### src/rtl/sram_wb_bridge.sv
// Wishbone classic + pipelined fetch bridge in front of a dual-port SRAM macro; every SRAM-side signal is registered.
// Optional build macro SRAM_BRIDGE_HAZARD_EN stalls a fetch that collides with a same-word port-0 write.
`timescale 1ns/1ps

module sram_wb_bridge #(
    parameter int          ADDR_WIDTH = 9,
    parameter logic [31:0] BASE_ADDR  = 32'h2000_0000
) (
    input  logic                  clk,
    input  logic                  rst,
    input  logic                  wb_cyc_i,
    input  logic                  wb_stb_i,
    input  logic                  wb_we_i,
    input  logic [31:0]           wb_adr_i,
    input  logic [31:0]           wb_dat_i,
    input  logic [3:0]            wb_sel_i,
    output logic [31:0]           wb_dat_o,
    output logic                  wb_ack_o,
    output logic                  wb_err_o,
    input  logic                  if_req_i,
    input  logic [31:0]           if_adr_i,
    output logic                  if_ready_o,
    output logic                  if_valid_o,
    output logic                  if_err_o,
    output logic [31:0]           if_data_o,
    output logic                  sram_cs0,
    output logic                  sram_web0,
    output logic [3:0]            sram_wmask0,
    output logic [ADDR_WIDTH-1:0] sram_addr0,
    output logic [31:0]           sram_din0,
    input  logic [31:0]           sram_dout0,
    output logic                  sram_cs1,
    output logic [ADDR_WIDTH-1:0] sram_addr1,
    input  logic [31:0]           sram_dout1
);
    localparam int TAG_LSB = ADDR_WIDTH + 2;

    typedef enum logic [1:0] {ST_IDLE, ST_ISSUE, ST_WAIT, ST_ACK} state_t;

    logic                  wb_in_range;
    logic                  if_in_range;
    logic [ADDR_WIDTH-1:0] wb_word;
    logic [ADDR_WIDTH-1:0] if_word;
    logic                  unused_adr_lsbs;

    assign wb_in_range     = (wb_adr_i[31:TAG_LSB] == BASE_ADDR[31:TAG_LSB]);
    assign if_in_range     = (if_adr_i[31:TAG_LSB] == BASE_ADDR[31:TAG_LSB]);
    assign wb_word         = wb_adr_i[ADDR_WIDTH+1:2];
    assign if_word         = if_adr_i[ADDR_WIDTH+1:2];
    assign unused_adr_lsbs = ^{wb_adr_i[1:0], if_adr_i[1:0]};

    // ---------------- Port 0: Wishbone classic slave ----------------
    state_t                state_reg, state_next;
    logic                  cs0_reg, cs0_next;
    logic                  web0_reg, web0_next;
    logic [3:0]            wmask0_reg, wmask0_next;
    logic [ADDR_WIDTH-1:0] addr0_reg, addr0_next;
    logic [31:0]           din0_reg, din0_next;
    logic [31:0]           dat_reg, dat_next;
    logic                  ack_reg, ack_next;
    logic                  err_reg, err_next;

    always_comb begin
        state_next  = state_reg;
        cs0_next    = 1'b0;
        web0_next   = web0_reg;
        wmask0_next = wmask0_reg;
        addr0_next  = addr0_reg;
        din0_next   = din0_reg;
        dat_next    = dat_reg;
        ack_next    = 1'b0;
        err_next    = 1'b0;
        case (state_reg)
            ST_IDLE: begin
                if (wb_cyc_i && wb_stb_i) begin
                    if (wb_in_range) begin
                        cs0_next    = 1'b1;
                        web0_next   = ~wb_we_i;
                        wmask0_next = wb_we_i ? wb_sel_i : 4'b0000;
                        addr0_next  = wb_word;
                        din0_next   = wb_dat_i;
                        state_next  = ST_ISSUE;
                    end else begin
                        err_next   = 1'b1;
                        state_next = ST_ACK;
                    end
                end
            end
            ST_ISSUE: state_next = ST_WAIT;
            ST_WAIT: begin
                // dout0 is only valid around this edge, so it is captured here or never
                if (web0_reg) begin
                    dat_next = sram_dout0;
                end
                ack_next   = wb_cyc_i;
                state_next = ST_ACK;
            end
            ST_ACK:  state_next = ST_IDLE;
            default: state_next = ST_IDLE;
        endcase
    end

    always_ff @(posedge clk) begin
        if (rst) begin
            state_reg  <= ST_IDLE;
            cs0_reg    <= 1'b0;
            web0_reg   <= 1'b0;
            wmask0_reg <= 4'b0000;
            addr0_reg  <= '0;
            din0_reg   <= 32'h0;
            dat_reg    <= 32'h0;
            ack_reg    <= 1'b0;
            err_reg    <= 1'b0;
        end else begin
            state_reg  <= state_next;
            cs0_reg    <= cs0_next;
            web0_reg   <= web0_next;
            wmask0_reg <= wmask0_next;
            addr0_reg  <= addr0_next;
            din0_reg   <= din0_next;
            dat_reg    <= dat_next;
            ack_reg    <= ack_next;
            err_reg    <= err_next;
        end
    end

    assign sram_cs0    = cs0_reg;
    assign sram_web0   = web0_reg;
    assign sram_wmask0 = wmask0_reg;
    assign sram_addr0  = addr0_reg;
    assign sram_din0   = din0_reg;
    assign wb_dat_o    = dat_reg;
    assign wb_ack_o    = ack_reg;
    assign wb_err_o    = err_reg;

    // ---------------- Port 1: fetch pipeline ----------------
    logic                  ready_reg;
    logic                  accept;
    logic                  cs1_reg;
    logic [ADDR_WIDTH-1:0] addr1_reg;
    logic                  s1_valid_reg, s1_err_reg;
    logic                  s2_valid_reg, s2_err_reg;
    logic                  if_valid_reg, if_err_reg;
    logic [31:0]           if_data_reg;

`ifdef SRAM_BRIDGE_HAZARD_EN
    logic hazard;
    // Only the cycle in which the port-0 write is being registered can collide
    assign hazard     = (state_reg == ST_IDLE) && wb_cyc_i && wb_stb_i && wb_we_i
                        && wb_in_range && (wb_word == if_word);
    assign if_ready_o = ready_reg & ~hazard;
`else
    assign if_ready_o = ready_reg;
`endif

    assign accept = if_req_i & if_ready_o;

    always_ff @(posedge clk) begin
        if (rst) begin
            ready_reg    <= 1'b0;
            cs1_reg      <= 1'b0;
            addr1_reg    <= '0;
            s1_valid_reg <= 1'b0;
            s1_err_reg   <= 1'b0;
            s2_valid_reg <= 1'b0;
            s2_err_reg   <= 1'b0;
            if_valid_reg <= 1'b0;
            if_err_reg   <= 1'b0;
            if_data_reg  <= 32'h0;
        end else begin
            ready_reg    <= 1'b1;
            cs1_reg      <= accept & if_in_range;
            if (accept && if_in_range) begin
                addr1_reg <= if_word;
            end
            s1_valid_reg <= accept & if_in_range;
            s1_err_reg   <= accept & ~if_in_range;
            s2_valid_reg <= s1_valid_reg;
            s2_err_reg   <= s1_err_reg;
            if_valid_reg <= s2_valid_reg;
            if_err_reg   <= s2_err_reg;
            if (s2_valid_reg) begin
                if_data_reg <= sram_dout1;
            end
        end
    end

    assign sram_cs1   = cs1_reg;
    assign sram_addr1 = addr1_reg;
    assign if_valid_o = if_valid_reg;
    assign if_err_o   = if_err_reg;
    assign if_data_o  = if_data_reg;

endmodule

### config.mk
export PLATFORM = sky130hd
export DESIGN_NAME = sram_wb_bridge
export DESIGN_NICKNAME = d
export VERILOG_FILES = /design/src/rtl/sram_wb_bridge.sv
export SDC_FILE = /design/constraint.sdc
export NUM_CORES = 1
export LEC_CHECK = 0
export CORE_AREA = 3 3 113 115
export CTS_BUF_LIST = sky130_fd_sc_hd__clkbuf_8
export DETAILED_ROUTE_END_ITERATION = 7
export DIE_AREA = 0 0 116 118
export DONT_BUFFER_PORTS = 1
export SYNTH_ARGS = -nofsm -noshare
export SYNTH_HDL_FRONTEND = slang
export SYNTH_SLANG_ARGS = --single-unit
### constraint.sdc
create_clock -name clk -period 3.42 [get_ports clk]
set_clock_uncertainty 0.05 [all_clocks]
set_input_delay 0.855 -clock clk [delete_from_list [all_inputs] [get_ports clk]]
set_output_delay 0.855 -clock clk [all_outputs]
set_load 0.03 [all_outputs]
Yosys cells after proc, flatten, opt, wreduce, memory -nomap -nowiden. Index checks and enable logic that the tools add are counted. W data, S select, Z words.

Flip-flop bits (word level): 131. Bits of input ports: 170. Output and inout bits: 126. Logic and storage cells: 46.

Equality and inequality tests: 6. Muxes and demuxes: 7. Bitwise operators: 8. Reductions and logical operators: 7.

Operators with widths (count): $eq A21 B19 Y1 const B (2); $pmux W2 S4 (1); $not A1 Y1 (5); $eq A2 B2 Y1 const B (2); $mux W2 (2); $mux W4 (1); $and A1 B1 Y1 (3); $mux W1 (3); $reduce_and A3 Y1 (1); $reduce_or A3 Y1 (1); $eq A2 B1 Y1 const B (1); $logic_and A1 B1 Y1 (2); $logic_not A2 Y1 (1); $ne A2 B2 Y1 const B (1); $reduce_and A2 Y1 (1); $reduce_or A2 Y1 (1).

Longest topological paths before layout. Gate-level depths: netlist of the first run.

Word-level depth: 4. Depth in mapped cells: 8. Gate-level depth less buffers: 6.

Least setup slack after synthesis of the first run. No wires, ideal clock.

Path kind: input port to flip-flop. From: input if_adr_i[23]. To: register addr1_reg[0], in the netlist sram_addr1[0]. Library setup time: 0.120 ns. Arrival time: 2.208 ns. Data required time: 3.250 ns. Path slack: 1.042 ns. Stages on the path: 5. Buffers on the path: 1. Path through: or4b_4 -> or4_4 -> buf_6 -> o21ai_1 -> a21oi_1.

Longest elaborated chain between the ends: 2.

Ends and longest elaborated chain: start: declaration (RTL line 21) `input logic [31:0] if_adr_i,`; $eq A21 B19 Y1 (RTL line 47) `assign if_in_range = (if_adr_i[31:TAG_LSB] == BASE_ADDR[31:TAG_LSB]);`; $logic_and A1 B1 Y1 (RTL line 173) `if (accept && if_in_range) begin`; end signal: assignment (RTL line 174) `addr1_reg <= if_word;`; end: declaration (RTL line 140) `logic [ADDR_WIDTH-1:0] addr1_reg;`.

No other way between the ends. A chain may end at the register's enable or synchronous reset.

Worst setup path after layout of the first run.
From: input wb_adr_i[20]. To: register din0_reg[13], in the netlist sram_din0[13].

Longest elaborated chain between the ends: 2.

Ends and longest elaborated chain: start: declaration (RTL line 14) `input logic [31:0] wb_adr_i,`; $eq A21 B19 Y1 (RTL line 46) `assign wb_in_range = (wb_adr_i[31:TAG_LSB] == BASE_ADDR[31:TAG_LSB]);`; $reduce_and A3 Y1 (no line); end signal: assignment (RTL line 120) `din0_reg <= din0_next;`; end: declaration (RTL line 58) `logic [31:0] din0_reg, din0_next;`.

No other way between the ends.

==> impl_results.md, run 1 <==
- Crit Path Category: in2reg
- Iteration count of the initial detailed-routing pass: 4
- Final worst slack: 1260 ps
- Comb pwr share: 0.045
- WL final: 13,400 microns
- CTS Buf Count: 17
- CTS tree: done
- Max-slew headroom: 0.307
- Via Count: 4,044
- Post-route DRC violation count: 0
- Data arrival, critical path: 2410 ps
- Mapped Nets: 738
- Seq. cell area: 2620 sq um
- Status: completed
- Post-Syn Area per Cell: 8.78 sq um
- Area grow syn2layout: 6.91%
- I/O pin count: 296
- Vert. Die Dim: 118 microns
- PD cells: 528 nW/um^2
- Multi-input gate area in the final layout: 2080 sq um
- Design area: 5300 sq um
- Minimum clock period: 2160 ps
- DR iter-0 viols: 256
- Most common cell after layout, fill and taps aside: dfxtp_1
- Clock Tree Buf Depth: 2
- Effective utilization at floorplan: 0.416
- Int Pwr: 2.17 mW
- CTS Root Cell: clkbuf_8
- Crit start category: input pin
- Tcrit/Tclk final: 0.633
- Part of the power in the clock network: 0.400
- Maxcap violations: 0
- Layout Nets: 712
- Post-DRT Antenna Nets: 0
- Sw Ratio: 0.226
- RSZ-0062 raised after global routing: no
- Antenna diode count: 0
- Overall Power: 2.80 mW
- Drt via density: 5.83
- R2R Setup Slk: 1450 ps
- Final Hold Viols: 0
- First-pass GRT wire length: 20,300 microns
- Routed len/inst: 19.4 microns
- Synth Register Bits: 131
- Critical path data required time: 3670 ps
- Net Sw Power: 633 uW
- Commonest cells after routing, fill and taps aside: dfxtp_1 (130), a21oi_1 (89), nand2_1 (74)
- FMAX: 462 MHz
- H-tree lvl count: 4
- Gpl congestion: 0.811
- Post-CTS Hold Buffers: 0
- # port buffers: 0
- Total Neg Setup Slack: 0 ps
- Gates resized, CTS repair: 0
- Die Footprint: 13,700 sq um
- Post-detail-place hpwl: 9470 microns
- Largest net degree at the start of global routing: 129
- Sequential power share: 0.555
- # clock sinks: 131
- Initial antenna violation count: 0
- Post-CTS Setup Bufs: 0
- Hold slack: 385 ps
- Slew Limit Fails: 0
- Vias in the first global route: 3,995
- Kind of end point of the critical path: flip-flop
- Core ar.: 11,900 sq um
- Pre-CTS WS: 753 ps
- Grt ovf: 0
- CP max FO: 27
- Synth warn: 0
- Worst hold path class: reg2reg
- Fill cells: 1,199
- Register area share after synthesis: 0.529
- Unique masters post-synth: 32
- Cells after Synth: 565
- Share of cells above drive strength 1: 0.0750
- Final number of setup-violating endpoints: 0
- Peak supply drop: 244 uV
- Row count: 40
- CTS clk-pin slew, worst paths: 60 ps
- Width of the die: 116 microns
- Static leakage: 1.65 nW
- Gr usage total: 0.188
- Post-synthesis cell area: 4960 sq um
- Placed inst area: 4970 sq um
- Clk Latency, worst-skew pair: 420 ps
- Worst-margin pin slew: 1040 ps
==> critical path, stage by stage <==
cell and delay (ps):
nor4_2 450, nand3_2 470, buf_4 360, o21ai_0 180
a21oi_1 90
==> path summary, 6_finish.rpt <==
kind	start	depth (start not counted)	to
max	wb_adr_i[20]	5	sram_din0[13]
min	s2_err_reg	1	if_err_o
max reg2reg	state_reg[0]	7	sram_din0[13]
min reg2reg	s2_err_reg	1	if_err_o
==> cells in the mapped netlist (all sizes together) <==
library cell,number,share of area
or2,1,0.0013
a21boi,1,0.0015
nand2,74,0.056
a211oi,1,0.0015
or4,1,0.0023
and3,3,0.0038
or4b,1,0.0028
nor3,5,0.0061
and4,2,0.0035
ha,3,0.0076
nand3,1,0.0010
inv,3,0.0023
buf,9,0.013
nand4,52,0.066
nor4,6,0.0088
clkbuf,44,0.037
nor2b,4,0.0050
nor4b,2,0.0035
dfxtp,131,0.53
o21ai,56,0.057
a21oi,89,0.090
nor2,36,0.027
or3,5,0.0063
and2,3,0.0038
mux2i,32,0.065
==> final cells by class <==
class | instances | share of cell area
clock buffers | 19 | 0.0493
clock inverters | 8 | 0.0127
inverters | 3 | 0.00212
multi-input cells | 378 | 0.393
flip-flops and latches | 131 | 0.495
well taps | 147 | 0.0347
repair buffers | 8 | 0.0137
==> stage by stage <==
step | utilization | instances
2_1_floorplan | - | 565
3_3_place_gp | 0.418 | 667
3_5_place_dp | 0.418 | 667
4_1_cts | 0.445 | 694
5_1_grt | 0.445 | 694
6_report | 0.445 | 694
==> cell families after synthesis <==
| logic type | after synthesis | share of synthesized area |
|---|---|---|
| AO/OA/AOI/OAI | 147 | 0.149 |
| flip-flops | 131 | 0.529 |
| adder cells (fa/ha/maj) | 3 | 0.00757 |
| multiplexers | 32 | 0.0646 |
| buffers and inverters | 56 | 0.0527 |
| AND/OR/NAND/NOR | 196 | 0.197 |
==> per-layer routing <==
layer	vias to the layer above	wire [microns]	GRT usage
li1	1928	-	-
met1	1896	5090	0.206
met2	200	6440	0.301
met3	20	1660	0.102
met4	0	264	0.0740
met5	-	0	0
==> power by group through the flow <==
stage	sequential [mW]	combinational [mW]	clock [mW]
after floorplan	1.59	0.125	0
after global placement	1.59	0.127	0
after detailed placement	1.59	0.130	0
after CTS	1.56	0.130	1.16
after global routing	1.56	0.148	1.23
final	1.56	0.127	1.12
Power figures use the tool's default switching activity.
==> inputs of run 2 (changes only) <==
--- a/config.mk
+++ b/config.mk
@@ -5,10 +5,11 @@
 export SDC_FILE = /design/constraint.sdc
 export NUM_CORES = 1
 export LEC_CHECK = 0
-export CORE_AREA = 3 3 113 115
+export ABC_AREA = 1
+export CORE_AREA = 3 3 115 117
 export CTS_BUF_LIST = sky130_fd_sc_hd__clkbuf_8
 export DETAILED_ROUTE_END_ITERATION = 7
-export DIE_AREA = 0 0 116 118
+export DIE_AREA = 0 0 118 120
 export DONT_BUFFER_PORTS = 1
 export SYNTH_ARGS = -nofsm -noshare
 export SYNTH_HDL_FRONTEND = slang
==> constraint.sdc (replaced) <==
create_clock -name clk -period 1.75 [get_ports clk]
set_clock_uncertainty 0.05 [all_clocks]
set_input_delay 0.4375 -clock clk [delete_from_list [all_inputs] [get_ports clk]]
set_output_delay 0.4375 -clock clk [all_outputs]
set_load 0.03 [all_outputs]
==> run 2 against run 1 <==
  * Synthesized area is 3.1% lower
  * Worst hold slack worse by 310 ps
  * Clock-buffer cell count grew 1
  * Cell count grew 19%
  * Via count up 1.1%
  * Cell area is 3.5% higher
  * First-iteration DRC count decreased by 37%
  * Clock power grew 130%
  * Combinational power grew 140%
  * Register-to-register slack got worse by 1300 ps
  * Largest power group unchanged
==> impl_results.md, run 2 <==
- Reg-to-reg startpoint: state_reg[0]
- Static leakage: 2.20 nW (+34%)
- Synth cell count leaders: nor2_1 (266), dfxtp_1 (131), o21ai_0 (105)
- Top_reg_cell synth: dfxtp_1
- Async set or reset register ratio after synthesis: 0 (unchanged)
- Post-DRT Antenna Nets: 0 (unchanged)
- Vias in the first global route: 3,806 (-4.7%)
- Hold slack: 76.1 ps (-309 ps)
- CTS clk-pin slew, worst paths: 70 ps (about the same)
- Data arrival, critical path: 1870 ps (-540 ps)
- FMAX: 642 MHz
- Crit path largest cell delay: 310 ps (-160 ps)
- CTS Buf Count: 17 (unchanged)
- Drt via density: 4.97 (-15%)
- Top cell type by total area after synthesis: dfxtp_1
- Post-route DRC violation count: 0 (unchanged)
- Grt ovf: 0 (unchanged)
- Post-detail-place hpwl: 9250 microns (-2.3%)
- Worst hold path class: in2reg
- Reg2Reg Depth: 9 (+2)
- Worst-margin pin slew: 588 ps (-451 ps)
- Peak supply drop: 710 uV (+190%)
- Effective utilization at floorplan: 0.386 (-0.0308)
- CP max stage cell: dfxtp_1
- Most common cell after layout, fill and taps aside: nor2_1
- Largest net degree at the start of global routing: 69 (-47%)
- # clock sinks: 131 (unchanged)
- Total Neg Setup Slack: 0 ps (unchanged)
- Antenna diode count: 0 (unchanged)
- Kind of end point of the critical path: flip-flop
- Die Footprint: 14,200 sq um (+3.4%)
- Max-slew headroom: 0.607 (+0.299)
- Critical path data required time: 2060 ps (-1610 ps)
- Synth warn: 0 (unchanged)
- Minimum clock period: 1560 ps
- Clock Tree Buf Depth: 2 (unchanged)
- Hold EP: wb_ack_o
- Maxcap violations: 0 (unchanged)
- Via Count: 4,088 (+1.1%)
- HP Start: wb_cyc_i
- Width of the die: 118 microns (+1.7%)
- Crit path top cell by count: nor2_1
- CTS Root Cell: clkbuf_8
- PD cells: 1070 nW/um^2 (+100%)
- RSZ-0062 raised after global routing: no
- Post-synthesis cell area: 4810 sq um (-3.1%)
- Mapped Nets: 808 (+9.5%)
- DR iter-0 viols: 162 (-37%)
- Top post-synthesis cells by area: dfxtp_1 (55%), nor2_1 (21%), o21ai_0 (11%)
- Slew Limit Fails: 0 (unchanged)
- EDFF count, synth: 0 (unchanged)
- FF-to-FF End: sram_din0[9]
- CTS tree: done
- Crit start category: flip-flop
- Post-Syn Area per Cell: 7.57 sq um (-14%)
- Synth Register Bits: 131 (unchanged)
- Gpl congestion: 0.795 (-1.9%)
- Register area share after synthesis: 0.546 (+0.0168)
- Core ar.: 12,500 sq um (+4.7%)
- Cells after Synth: 635 (+12%)
- CP max FO: 22 (-19%)
- Unique masters post-synth: 24 (-25%)
- # port buffers: 0 (unchanged)
- Clk Latency, worst-skew pair: 430 ps (about the same)
- Vert. Die Dim: 120 microns (+1.7%)
- Share of cells above drive strength 1: 0.0922 (+0.0172)
- Gr usage total: 0.174 (-0.0139)
- R2R Setup Slk: 190 ps (-1260 ps)
- Status: completed
- Final number of setup-violating endpoints: 0 (unchanged)
- Top-area cell type share of the netlist area: 0.546 (+0.0168)
- Final Hold Viols: 0 (unchanged)
- Commonest cells after routing, fill and taps aside: nor2_1 (266), dfxtp_1 (131), o21ai_0 (102)
- First-pass GRT wire length: 19,500 microns (-4.1%)
- WL final: 12,700 microns (-5.2%)
- Row count: 41 (+2.5%)
- Hold depth: 2 (+1)
- Routed len/inst: 15.5 microns (-20%)
- Crit Path Category: reg2reg
- Layout Nets: 811 (+14%)
- Initial antenna violation count: 0 (unchanged)
- H-tree lvl count: 4 (unchanged)
- I/O pin count: 296 (unchanged)
- Tcrit/Tclk final: 0.890
- Area grow syn2layout: 14.2%
- Most instantiated library cell after synthesis: nor2_1
- CP Cell Sequence: inv_1 -> ha_1 -> nand3_1 -> buf_4 -> nor2_4 -> buf_12 -> clkbuf_16 -> nor2_1 -> nor2_1
- Iteration count of the initial detailed-routing pass: 4 (unchanged)
-- run 2: changes by cell type after synthesis, moves of 4 or more --
| cell | change |
|---|---|
| a21oi_1 | -86 |
| clkbuf_1 | -12 |
| inv_1 | +22 |
| mux2i_1 | -32 |
| nand2_1 | -46 |
| nand3_1 | +4 |
| nand4_1 | -41 |
| nor2_1 | +230 |
| nor2b_1 | -4 |
| nor4_1 | -5 |
| o21ai_0 | +58 |
| or3_1 | -5 |
-- run 2: layer usage --
metal  part of all wire  track usage
met1               0.38        0.186
met2               0.50        0.295
met3              0.098       0.0820
met4              0.020       0.0755
met5                  0            0
-- run 2: cell families after synthesis --
kind of cell,synth area share
AND/OR/NAND/NOR,0.275
flip-flops,0.546
AO/OA/AOI/OAI,0.120
buffers and inverters,0.0515
adder cells (fa/ha/maj),0.00781
-- run 2: metrics by stage --
stage               setup slack (ps)  utilization  power [mW]  instances  cell area, sq um
floorplan                        204            -        3.34        635              4810
global placement                38.1        0.403        3.38        788              5030
detailed placement              44.2        0.403        3.41        788              5030
CTS                              151        0.437        5.98        821              5450
global route                   0.355        0.440        6.18        823              5490
finish                           193        0.440        5.89        823              5490
-- run 2: repair_timing --
| item | 4_1_cts | 5_1_grt |
|---|---|---|
| hold endpoints to repair | 11 | 0 |
| hold buffers | 1 | 0 |
| endpoints found under the setup margin | 0 | 5 |
| gates resized for setup | 0 | 3 |
| buffers inserted | 0 | 1 |
-- run 2: cell type report --
type	instances	area [sq um]
multi-input cells	443	1940
flip-flops and latches	131	2620
clock buffers	20	275
repair buffers	19	213
well taps	172	215
clock inverters	12	130
inverters	26	97.6
fillers	1276	6980
-- run 2: how the worst max path moves through the flow --
stage                      start        endpoint  slack [ps]  cells after the start
detailed placement  wb_adr_i[12]  sram_wmask0[2]          40                      8
CTS                 state_reg[0]  sram_wmask0[2]         150                      9
global placement    wb_adr_i[12]  sram_wmask0[0]          40                      8
floorplan           wb_adr_i[12]   sram_addr0[0]         200                      6
global route        state_reg[0]   sram_addr0[3]         0.4                      8
finish              state_reg[0]    sram_din0[9]         190                      9
-- run 2: critical path: cells and delay by family (launching register included) --
kind,cells,cell delay [ps]
adders and majority gates,1,170
buffers and inverters,4,560
DFF,1,310
and+or+nand+nor,4,400
-- run 2: where the power goes --
part	internal [mW]	switching [mW]	leakage, nW
logic	0.113	0.187	0.939
registers	3.01	0.0294	1.06
clock network	1.38	1.17	0.205
==> inputs of run 3 (changes only) <==
--- a/config.mk
+++ b/config.mk
@@ -6,10 +6,10 @@
 export NUM_CORES = 1
 export LEC_CHECK = 0
 export ABC_AREA = 1
-export CORE_AREA = 3 3 115 117
+export CORE_MARGIN = 3
+export CORE_UTILIZATION = 25
 export CTS_BUF_LIST = sky130_fd_sc_hd__clkbuf_8
 export DETAILED_ROUTE_END_ITERATION = 7
-export DIE_AREA = 0 0 118 120
 export DONT_BUFFER_PORTS = 1
 export SYNTH_ARGS = -nofsm -noshare
 export SYNTH_HDL_FRONTEND = slang
==> constraint.sdc (replaced) <==
create_clock -name clk -period 1.75 [get_ports clk]
set_clock_uncertainty 0.05 [all_clocks]
set_input_delay 0.35 -clock clk [delete_from_list [all_inputs] [get_ports clk]]
set_output_delay 0.35 -clock clk [all_outputs]
set_load 0.03 [all_outputs]
==> run 3 against run 2 <==
  * Register-to-register slack worse by 40 ps
  * Total power is 3.9% higher
  * Cell area is 12% higher
  * Cell count is 15% higher
  * Global-route usage is 4.9 points lower
  * Worst hold slack worse by 37 ps
  * Critical path type unchanged
==> impl_results.md, run 3 (synthesized netlist as in run 2, its figures left out) <==
- Largest net degree at the start of global routing: 55 (-20%)
- CTS clk-pin slew, worst paths: 80 ps (about the same)
- H-tree lvl count: 4 (unchanged)
- Post-detail-place hpwl: 9780 microns (+5.7%)
- Critical path data required time: 2020 ps (-40 ps)
- Vias in the first global route: 4,031 (+5.9%)
- Post-CTS Setup Bufs: 0 (unchanged)
- # clock sinks: 131 (unchanged)
- Routed len/inst: 15.0 microns (-3.3%)
- Crit Path Category: reg2reg
- Crit path top cell by count: inv_1
- Final Hold Viols: 0 (unchanged)
- Net Sw Power: 1.46 mW (+5.6%)
- Kind of end point of the critical path: flip-flop
- Max-slew headroom: 0.620 (+0.0128)
- PD cells: 992 nW/um^2 (-7.5%)
- Placed inst area: 5130 sq um (+2.1%)
- Crit start category: flip-flop
- Comb pwr share: 0.068 (+0.017)
- Drt via density: 4.57 (-8.1%)
- RSZ-0062 raised after global routing: no
- First-pass GRT wire length: 20,400 microns (+5.0%)
- Worst-margin pin slew: 569 ps (-19.2 ps)
- FMAX: 626 MHz (-2.5%)
- Vert. Die Dim: 145 microns (+21%)
- Effective utilization at floorplan: 0.256 (-0.129)
- Total Neg Setup Slack: 0 ps (unchanged)
- Gpl congestion: 0.745 (-6.3%)
- Design area: 6170 sq um (+12%)
- Static leakage: 2.47 nW (+12%)
- Post-DRT Antenna Nets: 0 (unchanged)
- Post-route DRC violation count: 0 (unchanged)
- Slew Limit Fails: 0 (unchanged)
- CTS Root Cell: clkbuf_8
- CP max FO: 43 (+95%)
- WL final: 14,200 microns (+11%)
- Maxcap violations: 0 (unchanged)
- Initial antenna violation count: 0 (unchanged)
- Sw Ratio: 0.239 (+0.00382)
- Core ar.: 18,800 sq um (+51%)
- Die Footprint: 20,900 sq um (+48%)
- Layout Nets: 872 (+7.5%)
- Data arrival, critical path: 1870 ps (about the same)
- Clk Latency, worst-skew pair: 430 ps (about the same)
- Crit path largest cell delay: 320 ps (about the same)
- Part of the power in the clock network: 0.435 (+0.002)
- Placed Cells: 852 (+8.1%)
- Antenna diode count: 0 (unchanged)
- Sequential power share: 0.497 (-0.019)
- Final Non-Filler Cells: 946 (+15%)
- Area grow syn2layout: 28.3%
- Via Count: 4,320 (+5.7%)
- Status: completed
- CP Cell Sequence: inv_1 -> ha_1 -> nand3_1 -> inv_1 -> nand4_2 -> buf_12 -> o21ai_0 -> nor2_1
- Width of the die: 145 microns (+23%)
- Share of cells above drive strength 1: 0.0801 (-0.0121)
- Gr usage total: 0.125 (-0.0490)
- Final number of setup-violating endpoints: 0 (unchanged)
- Tcrit/Tclk final: 0.913 (+0.0230)
- Peak supply drop: 350 uV (-51%)
- Int Pwr: 4.66 mW (+3.4%)
- Row count: 50 (+22%)
- DR iter-0 viols: 165 (+1.9%)
- # port buffers: 0 (unchanged)
- R2R Setup Slk: 150 ps (-40 ps)
- Minimum clock period: 1600 ps (+40.2 ps)
- Worst hold path class: in2reg
- CTS Buf Count: 17 (unchanged)
- I/O pin count: 296 (unchanged)
- Iteration count of the initial detailed-routing pass: 4 (unchanged)
- Clock Tree Buf Depth: 2 (unchanged)
- CP max stage cell: dfxtp_1
- CTS tree: done
- Grt ovf: 0 (unchanged)
- Commonest cells after routing, fill and taps aside: nor2_1 (266), dfxtp_1 (131), o21ai_0 (103)
- Most common cell after layout, fill and taps aside: nor2_1
==> run 3: cell count changes in the layout (fill, tap and decap cells not counted) <==
| cell | previous run | this run |
|---|---|---|
| clkinv_4 | 3 | 5 |
| o21ai_1 | 10 | 9 |
| clkbuf_8 | 20 | 18 |
| clkinvlp_4 | 2 | 0 |
| clkbuf_16 | 1 | 0 |
| o21ai_0 | 102 | 103 |
| buf_4 | 13 | 14 |
| clkinv_2 | 4 | 2 |
| inv_1 | 24 | 27 |
| dlygate4sd3_1 | 1 | 62 |
| bufinv_16 | 2 | 3 |
==> run 3: routing by layer <==
metal	global-route usage	up-vias	routed length, microns
li1	-	2143	-
met1	0.140	1976	5590
met2	0.214	185	7030
met3	0.0500	16	1320
met4	0.0466	0	234
met5	0	-	0
==> run 3: final timing paths <==
| path | endpoint | startpoint | cells past startpoint |
|---|---|---|---|
| setup / recovery | sram_addr0[4] | state_reg[0] | 8 |
| hold / removal | sram_addr0[5] | wb_adr_i[7] | 2 |
| setup reg to reg | sram_addr0[4] | state_reg[0] | 8 |
| hold reg to reg | if_err_o | s2_err_reg | 2 |
==> run 3: critical path: cells and delay by family, from the launching register on <==
family / cells / cell delay, ps
AND/OR/NAND/NOR: 3 / 310
adder cells (fa/ha/maj): 1 / 170
buffers and inverters: 3 / 410
flip-flops: 1 / 320
AO/OA/AOI/OAI: 1 / 220
==> run 3: through the flow <==
| step | hold slack (ps) | util | power, mW | setup slack [ps] |
|---|---|---|---|---|
| 2_1_floorplan | 338 | - | 3.34 | 259 |
| 3_3_place_gp | 352 | 0.274 | 3.40 | 101 |
| 3_5_place_dp | 345 | 0.274 | 3.41 | 67.7 |
| 4_1_cts | 0.345 | 0.329 | 6.25 | 74.9 |
| 5_1_grt | 8.51 | 0.329 | 6.42 | 1.21 |
| 6_report | 39.4 | 0.329 | 6.12 | 152 |
==> run 3: cell type report <==
class	count	area [sq um]
fillers	1952	12600
flip-flops and latches	131	2620
multi-input cells	443	1940
repair buffers	80	806
well taps	234	293
clock buffers	18	248
clock inverters	14	164
inverters	26	97.6
==> run 3: timing repair <==
| action | CTS | global route |
|---|---|---|
| endpoints found under the setup margin | 0 | 5 |
| hold buffers | 62 | 0 |
| endpoints found under the hold margin | 69 | 0 |
| resized for setup | 0 | 2 |
==> run 3: power groups by stage <==
stage / Combinational, mW / Clock [mW] / Sequential, mW
finish: 0.417 / 2.66 / 3.04
global route: 0.477 / 2.90 / 3.04
CTS: 0.419 / 2.79 / 3.04
detailed placement: 0.298 / 0 / 3.11
global placement: 0.292 / 0 / 3.11
floorplan: 0.232 / 0 / 3.11
